## config.mk

```make
export PLATFORM = sky130hd
export DESIGN_NAME = redmule_stream_arbiter
export DESIGN_NICKNAME = d
export VERILOG_FILES = /design/src/rtl/redmule_pkg.sv /design/src/rtl/redmule_rr_pick.sv /design/src/rtl/redmule_stream_arbiter.sv
export SDC_FILE = /design/constraint.sdc
export NUM_CORES = 1
export LEC_CHECK = 0
export ABC_CLOCK_PERIOD_IN_PS = 5350
export CAP_MARGIN = 20
export CORE_ASPECT_RATIO = 0.8
export CORE_UTILIZATION = 47
export DETAILED_ROUTE_END_ITERATION = 10
export GPL_TIMING_DRIVEN = 0
export PLACE_DENSITY = 0.91
export SETUP_SLACK_MARGIN = 0.5
export SLEW_MARGIN = 20
export SYNTH_ARGS = -nofsm -noshare
export SYNTH_HDL_FRONTEND = slang
export SYNTH_HIERARCHICAL = 1
export SYNTH_SLANG_ARGS = --single-unit
export TNS_END_PERCENT = 30
```

## constraint.sdc

```tcl
create_clock -name clk_i -period 5.35 [get_ports clk_i]
set_input_delay 1.07 -clock clk_i [delete_from_list [all_inputs] [get_ports clk_i]]
set_output_delay 1.07 -clock clk_i [all_outputs]
set_load 0.02 [all_outputs]
```

## src/rtl/redmule_pkg.sv

```systemverilog
// Shared types and defaults for the RedMulE stream arbiter.
// Optional aging feature is enabled by defining REDMULE_ARB_AGING_EN.
package redmule_pkg;

    typedef enum logic {ArbIdle, ArbBurst} arb_state_e;

    localparam int unsigned ARB_NREQ     = 4;
    localparam int unsigned ARB_LEN_W    = 16;
    localparam int unsigned ARB_MAX_WAIT = 64;

    localparam int unsigned ARB_X = 0;
    localparam int unsigned ARB_W = 1;
    localparam int unsigned ARB_Y = 2;
    localparam int unsigned ARB_Z = 3;

    function automatic int unsigned arb_wrap_inc(input int unsigned idx, input int unsigned n);
        return (idx + 1 >= n) ? 0 : idx + 1;
    endfunction

endpackage

```

## src/rtl/redmule_rr_pick.sv

```systemverilog
// Combinational round-robin picker: first set request at or after the start index.
module redmule_rr_pick #(
    parameter int unsigned N     = 4,
    parameter int unsigned IDX_W = 2
) (
    input  logic [N-1:0]     req,
    input  logic [IDX_W-1:0] start,
    output logic             valid,
    output logic [IDX_W-1:0] idx
);

    int unsigned pos;

    always_comb begin
        valid = 1'b0;
        idx   = '0;
        pos   = 0;
        for (int unsigned off = 0; off < N; off++) begin
            pos = (32'(start) + off) % N;
            if (req[pos] && !valid) begin
                valid = 1'b1;
                idx   = IDX_W'(pos);
            end
        end
    end

endmodule

```

## src/rtl/redmule_stream_arbiter.sv

```systemverilog
// Burst arbiter for the X/W/Y/Z streams sharing one memory port.
// Define REDMULE_ARB_AGING_EN to promote long-waiting requesters to the priority group.
module redmule_stream_arbiter
    import redmule_pkg::*;
#(
    parameter int unsigned N_REQ    = ARB_NREQ,
    parameter int unsigned LEN_W    = ARB_LEN_W,
    parameter int unsigned MAX_WAIT = ARB_MAX_WAIT
) (
    input  logic                     clk_i,
    input  logic                     rst_ni,
    input  logic                     clear_i,
    input  logic [N_REQ-1:0]         req_i,
    input  logic [N_REQ*LEN_W-1:0]   len_i,
    input  logic [N_REQ-1:0]         prio_i,
    input  logic                     mem_hs_i,
    output logic [N_REQ-1:0]         gnt_o,
    output logic [$clog2(N_REQ)-1:0] sel_o,
    output logic [N_REQ-1:0]         done_o,
    output logic                     busy_o
);

    localparam int unsigned SelW = $clog2(N_REQ);

    arb_state_e        state_q, state_d;
    logic [N_REQ-1:0]  gnt_q, gnt_d;
    logic [SelW-1:0]   sel_q, sel_d;
    logic [LEN_W-1:0]  cnt_q, cnt_d;
    logic [SelW-1:0]   ptr_q, ptr_d;
    logic [N_REQ-1:0]  done;
    logic [N_REQ-1:0]  aged;
    logic [N_REQ-1:0]  elig;
    logic [SelW-1:0]   sel_next, arb_start;
    logic              hi_valid, lo_valid, win_valid, arb_en;
    logic [SelW-1:0]   hi_idx, lo_idx, win_idx;
    logic [LEN_W-1:0]  win_len;

    // The completing requester is masked so back-to-back arbitration hands the port on.
    assign elig      = req_i & ((state_q == ArbBurst) ? ~gnt_q : {N_REQ{1'b1}});
    assign sel_next  = SelW'(arb_wrap_inc(32'(sel_q), N_REQ));
    assign arb_start = (state_q == ArbBurst) ? sel_next : ptr_q;

    redmule_rr_pick #(
        .N     (N_REQ),
        .IDX_W (SelW)
    ) u_pick_hi (
        .req   (elig & (prio_i | aged)),
        .start (arb_start),
        .valid (hi_valid),
        .idx   (hi_idx)
    );

    redmule_rr_pick #(
        .N     (N_REQ),
        .IDX_W (SelW)
    ) u_pick_lo (
        .req   (elig),
        .start (arb_start),
        .valid (lo_valid),
        .idx   (lo_idx)
    );

    assign win_valid = hi_valid | lo_valid;
    assign win_idx   = hi_valid ? hi_idx : lo_idx;
    assign win_len   = len_i[32'(win_idx)*LEN_W +: LEN_W];

    always_comb begin
        state_d = state_q;
        gnt_d   = gnt_q;
        sel_d   = sel_q;
        cnt_d   = cnt_q;
        ptr_d   = ptr_q;
        done    = '0;
        arb_en  = 1'b0;
        unique case (state_q)
            ArbIdle: arb_en = 1'b1;
            ArbBurst: begin
                if (mem_hs_i) begin
                    cnt_d = cnt_q - LEN_W'(1);
                    if (cnt_q == LEN_W'(1)) begin
                        done[sel_q] = 1'b1;
                        ptr_d       = sel_next;
                        arb_en      = 1'b1;
                        state_d     = ArbIdle;
                        gnt_d       = '0;
                    end
                end
            end
        endcase
        if (arb_en && win_valid) begin
            // Zero-length bursts complete immediately and are never granted.
            if (win_len == '0) begin
                done[win_idx] = 1'b1;
                ptr_d         = SelW'(arb_wrap_inc(32'(win_idx), N_REQ));
            end else begin
                state_d        = ArbBurst;
                gnt_d          = '0;
                gnt_d[win_idx] = 1'b1;
                sel_d          = win_idx;
                cnt_d          = win_len;
            end
        end
        if (clear_i) begin
            state_d = ArbIdle;
            gnt_d   = '0;
            cnt_d   = '0;
            ptr_d   = '0;
            done    = '0;
        end
    end

    always_ff @(posedge clk_i or negedge rst_ni) begin
        if (!rst_ni) begin
            state_q <= ArbIdle;
            gnt_q   <= '0;
            sel_q   <= '0;
            cnt_q   <= '0;
            ptr_q   <= '0;
        end else begin
            state_q <= state_d;
            gnt_q   <= gnt_d;
            sel_q   <= sel_d;
            cnt_q   <= cnt_d;
            ptr_q   <= ptr_d;
        end
    end

`ifdef REDMULE_ARB_AGING_EN
    localparam int unsigned WaitW = $clog2(MAX_WAIT + 1);

    logic [N_REQ-1:0][WaitW-1:0] wait_q, wait_d;

    always_comb begin
        aged = '0;
        for (int i = 0; i < N_REQ; i++) begin
            aged[i] = (wait_q[i] == WaitW'(MAX_WAIT));
        end
    end

    always_comb begin
        wait_d = wait_q;
        for (int i = 0; i < N_REQ; i++) begin
            if (clear_i || (gnt_d[i] && !gnt_q[i])) begin
                wait_d[i] = '0;
            end else if (req_i[i] && !gnt_q[i] && !aged[i]) begin
                wait_d[i] = wait_q[i] + WaitW'(1);
            end
        end
    end

    always_ff @(posedge clk_i or negedge rst_ni) begin
        if (!rst_ni) begin
            wait_q <= '0;
        end else begin
            wait_q <= wait_d;
        end
    end
`else
    assign aged = '0;
`endif

    assign gnt_o  = gnt_q;
    assign sel_o  = sel_q;
    assign done_o = done;
    assign busy_o = (state_q == ArbBurst);

endmodule

```

== Yosys cells after proc, flatten, opt, wreduce, memory -nomap -nowiden ==
Cells that the tools add are included.
Word-level totals
  word-level logic and storage cells: 120
  input port bits: 76
  register bits: 25
  output and inout port bits: 11
Operators by class
  eq/ne operators: 1
  magnitude comparators: 10
  reductions and logical operators: 17
  bitwise operators: 7
  shift-type cells: 1
  multiplexer cells: 73
  add/sub/neg operators: 6
Operators by type and width (number)
  $mux 16: 5
  $shiftx 64x7->16: 1
  $mux 4: 13
  $mux 2: 18
  $mux 1: 26
  $lt 2x3->1 const B: 6
  $bmux 1 s2: 8
  $eq 16x1->1 const B: 1
  $logic_not 16->1: 1
  $sub 16x1->16 const B: 1
  $logic_and 1x1->1: 9
  $and 4x4->4: 2
  $add 2x1->3 const B: 2
  $ge 3x3->1 const B: 2
  $logic_not 1->1: 6
  $add 2x2->2 const B: 2
  $demux 1 s2: 2
  $ge 2x1->1 const B: 2
  $not 4->4: 1
  $or 4x4->4: 1
  $add 2x1->2 const B: 1
  $not 1->1: 2
  $pmux 1 s2: 1
  $reduce_and 2->1: 1
  $or 1x1->1: 1

== Depth between registers and ports, before layout ==
  depth after elaboration: 25
  gate-level depth with buffers: 14
  gate-level depth less buffers: 13

== Hierarchy ==
Netlist, hierarchy kept.
By module, submodules not included
  redmule_stream_arbiter: times used 1, seq. area each 625.6 um2, area each 2444.8 um2, cells an instance 305
  redmule_rr_pick: times used 2, seq. area each 0.0 um2, area each 73.8 um2, cells an instance 12

== Least setup slack after synthesis ==
No wires, ideal clock.
  path kind: input port to output port
  start point: input req_i[0]
  end point: output done_o[3]
  required time: 4.280 ns
  buffers on the path: 2
  stages on the path: 11
  path slack: -0.005 ns
  arrival: 4.285 ns
  path through: a21boi_0 > and2_1 > or4_1 > mux2i_4 > inv_2 > clkbuf_1 > clkbuf_1 > ha_1 > inv_1 > or4_1 > a21oi_1
Between the ends
  word-level cells in the longest chain between the ends: 23
  elaborated cells on any way between the ends: 60
  classes of those cells: order compare: 2; shift: 1; mux: 38; bitwise: 4; reduce/logical: 15
RTL lines
  start: declaration: line redmule_stream_arbiter.sv:13  | input logic [N_REQ-1:0] req_i,
  $and 4x4->4 (*): line redmule_stream_arbiter.sv:39  | assign elig = req_i & ((state_q == ArbBurst) ? ~gnt_q : {N_REQ{1'b1}});
  $and 4x4->4 (*): line redmule_stream_arbiter.sv:47  | .req (elig & (prio_i | aged)),
  $bmux 1 s2: line redmule_rr_pick.sv:20  | if (req[pos] && !valid) begin
  $mux 1 (not written as such): line redmule_rr_pick.sv:20
  $mux 1: line redmule_rr_pick.sv:20
  $logic_not 1->1: line redmule_rr_pick.sv:20
  $logic_and 1x1->1: line redmule_rr_pick.sv:20
  $mux 1: line redmule_rr_pick.sv:20
  [... 5 more ...]
  $mux 1 (*): line redmule_rr_pick.sv:20
  named net hi_valid: line redmule_stream_arbiter.sv:34  | logic hi_valid, lo_valid, win_valid, arb_en;
  $mux 2 (*): line redmule_stream_arbiter.sv:64  | assign win_idx = hi_valid ? hi_idx : lo_idx;
  named net win_idx[0]: line redmule_stream_arbiter.sv:35  | logic [SelW-1:0] hi_idx, lo_idx, win_idx;
  branches (longest 5 deep; another with $shiftx 64x7->16)
  $mux 4 (*): line redmule_stream_arbiter.sv:92  | if (win_len == '0) begin
  $mux 4 (*): line redmule_stream_arbiter.sv:90  | if (arb_en && win_valid) begin
  $mux 4 (*): line redmule_stream_arbiter.sv:103  | if (clear_i) begin
  end: declaration: line redmule_stream_arbiter.sv:19  | output logic [N_REQ-1:0] done_o,
Mark *: on every way through the listed nets, which the timed path passes. The select of a mux whose other input is x is not followed.

== Final worst setup path ==
  start point: input req_i[0]
  end point: output done_o[0]
Between the ends
  word-level cells in the longest chain between the ends: 23
  elaborated cells on any way between the ends: 60
  classes of those cells: order compare: 2; shift: 1; mux: 38; bitwise: 4; reduce/logical: 15
RTL lines
  $and 4x4->4 (*): line redmule_stream_arbiter.sv:39
  named net elig[0]: line redmule_stream_arbiter.sv:32  | logic [N_REQ-1:0] elig;
  $and 4x4->4 (*): line redmule_stream_arbiter.sv:47
  $bmux 1 s2: line redmule_rr_pick.sv:20
  $mux 1 (not written as such): line redmule_rr_pick.sv:20
  $mux 1: line redmule_rr_pick.sv:20
  $logic_not 1->1: line redmule_rr_pick.sv:20
  $logic_and 1x1->1: line redmule_rr_pick.sv:20
  [... 3 more ...]
  $mux 1: line redmule_rr_pick.sv:20
  $logic_not 1->1: line redmule_rr_pick.sv:20
  $logic_and 1x1->1: line redmule_rr_pick.sv:20
  $mux 1 (*): line redmule_rr_pick.sv:20
  named net hi_valid: line redmule_stream_arbiter.sv:34
  branches (longest 7 deep; another with $shiftx 64x7->16)
  $mux 4 (*): line redmule_stream_arbiter.sv:90
  $mux 4 (*): line redmule_stream_arbiter.sv:103
Marks and branches as above.

==> results.cfg <==
[outcome]
status = completed

[floorplan]
core_um2 = 5151
io_pins = 87
fp-row-count = 23
dieWidth_um = 85.04
dieArea_um2 = 5819
initial_utilization = 0.5033
fp.dieH_um = 68.43

[synth]
synth_xor_area_frac = 0.04730
avgSynthCellArea_um2 = 7.880
synth-edff-count = 0
synth-adder-area-share = 0.04826
seq_area_frac_synth = 0.2413
synthFlopType = dfrtp_1
yosys_warnings = 6
ys_seq_elements = 25
synth_top_family_by_area = simple AND/OR/NAND/NOR gates
syn_area_um2 = 2592
synth_nets = 415
muxShareOfSynthArea = 0.1202
netlist_instances = 329
async_flop_share = 1.000
yosysUniqueCellTypes = 46
yosys.area_share.simple = 0.3026
synth_compound_area_frac = 0.1897

[global_route]
grt_pass1_vias = 2956
overflow = 0
antenna_found_initial = 0
grt_pass1_wl_um = 14430
grt_max_degree = 26
track_usage = 0.3224

[worst_setup_path]
r2r-start = sel_o[0]
start_kind = primary input
arrival_ns = 4.03
critPathCaptureType = output pin
r2r_cells = 14
path_class = primary input to output pin
worstPathMaxFanout = 5
startpoint = req_i[0]
required_ns = 4.28

[sta]
maxSlewViolCount = 0
max-slew-margin-rel = 0.5268
tightestPinTransition_ns = 0.7071
fin_worst_skew_ns = 0.003706
fmax_mhz = 195.9
finalCritPeriodShare = 0.9539
hold_violations = 0
worst_slack_ns = 0.2466
setup_viol = 0
rsz0062_at_grt = yes
fin_crit_ns = 5.103

[layout]
final_common_cell = clkdlybuf4s50_1
final_core_util = 0.7644
final_cell_mix = clkdlybuf4s50_1 (72), nand2_1 (66), buf_4 (28)
area_delta_synth_final_pct = 51.88
layout-drive-gt1-share = 0.1973
fin_cells = 508
nets = 533
diodes = 0
n_fill_cell = 334

[route]
routedWlPerCell_um = 18.57
wl_um = 9434
post-route-drc-count = 0
vias_per_cell = 6.451
vias = 3277
drt.antenna.violating_nets = 0
drt_pass1_iterations = 5
dr.first_iter.drc_count = 385

[placed_design]
port_buffers = 85
dpl_worst_slack_ns = -0.9550
dp_cells = 476
dpl.hpwl_um = 6788
gp_congestion = 0.9840

[pwr]
irDropWorstVdd_mv = 0.1285
leakagePower_nw = 1.672
seq_power_share = 0.258
p_sw_w = 0.0004285
power_frac_clock = 0.119
p_int_w = 0.0005595
swShare = 0.4337
power.share.combinational = 0.622
p_per_area_nw_per_um2 = 250.9
finalPower_w = 0.0009880

[clocking]
insertion_delay_ns = 0.28
clock_path_buffers = 2
clock_sinks = 25
path_clk_slew_ns = 0.09
root_buffer = clkbuf_8
cts_tree = yes
htreeDepth = 1
numCtsBuffers = 3

[run]
max_cap_violations = 0

[min_path]
worstHoldStart = gnt_o[1]
whs_path_depth = 2
hold_class = flip-flop to flip-flop
==> final cells by class <==
| cell class | instances | area [µm²] | share of cell area |
|---|---|---|---|
| timing repair buffer | 113 | 1042 | 0.2647 |
| clock buffer | 4 | 45.04 | 0.01144 |
| buffer | 18 | 116.4 | 0.02955 |
| inverter | 15 | 58.81 | 0.01493 |
| sequential | 25 | 625.6 | 0.1589 |
| tap | 62 | 77.57 | 0.01970 |
| multi-input combinational | 271 | 1972 | 0.5008 |
==> registers in the layout, summed over array words and instances, names as in the netlist <==
| signal | cells |
|---|---|
| gnt_o | 4 |
| busy_o | 1 |
| sel_o | 2 |
| ptr_q | 2 |
| cnt_q | 16 |
==> path summary, 6_finish.rpt <==
kind | to | slack [ns]
min | gnt_o[1] | 0.66
max | done_o[0] | 0.25
min in group asynchronous | gnt_o[2] | 0.79
min reg2reg | gnt_o[1] | 0.66
max reg2reg | cnt_q[9] | 1.25
max in group asynchronous | cnt_q[4] | 4.16
==> synth_stat cells, drive strengths merged (13+ instances only) <==
cell | number | area [µm²]
nand2 | 67 | 251.5
nor2 | 18 | 67.56
o21ai | 17 | 85.08
clkbuf | 16 | 60.06
nor4 | 14 | 117.6
a21oi | 13 | 65.06
and3 | 17 | 106.4
inv | 15 | 56.30
dfrtp | 25 | 625.6
mux2i | 13 | 142.6
==> repair_timing <==
action,in CTS,in global routing
hold buffers,0,0
endpoints found under the setup margin,4,4
pin swaps,9,4
buffers inserted,20,8
resized for setup,72,5
==> cell families (layout without fill, tap and decap cells) <==
logic type,after synthesis,in the layout
adders and majority gates,10,10
and+or+nand+nor,152,152
muxes,25,25
DFF,25,25
AOI/OAI and AO/OA,70,70
xor gates and xnor gates,14,14
buffers and inverters,33,150
==> metal layers <==
layer  global-route usage  routed length (µm)  up-vias
met5                    0                   0        -
met4               0.1123                 167        0
met3              0.04584                 899       24
met2               0.5474                4469      255
met1               0.4263                3897     1549
li1                     -                   -     1449
==> critical path, stage by stage <==
cell      delay (ns)
buf_6           0.09
a21boi_4        0.13
and2_4          0.18
or4_4           0.56
mux2i_4         0.36
inv_4           0.11
mux2i_2         0.23
nand2_2         0.10
o31a_1          0.34
buf_4           0.15
or4_4           0.43
a21oi_4         0.14
buf_6           0.14
==> metrics by stage <==
stage          area, µm²  hold WS, ns  setup TNS [ns]
6_report            3938       0.6594               0
5_1_grt             3938       0.6654               0
4_1_cts             3865       0.6474               0
3_5_place_dp        3555       0.5875          -3.208
3_3_place_gp        3560       0.5615          -2.921
2_1_floorplan       2631       0.6066               0
==> power groups by stage <==
stage,logic [W],registers [W],clock network [W]
6_report,0.000615,0.000255,0.000118
5_1_grt,0.000654,0.000258,0.000125
4_1_cts,0.000567,0.000254,0.000116
3_5_place_dp,0.000510,0.000256,0
3_3_place_gp,0.000496,0.000253,0
2_1_floorplan,0.000316,0.000260,0
Power figures use the tool's default switching activity.
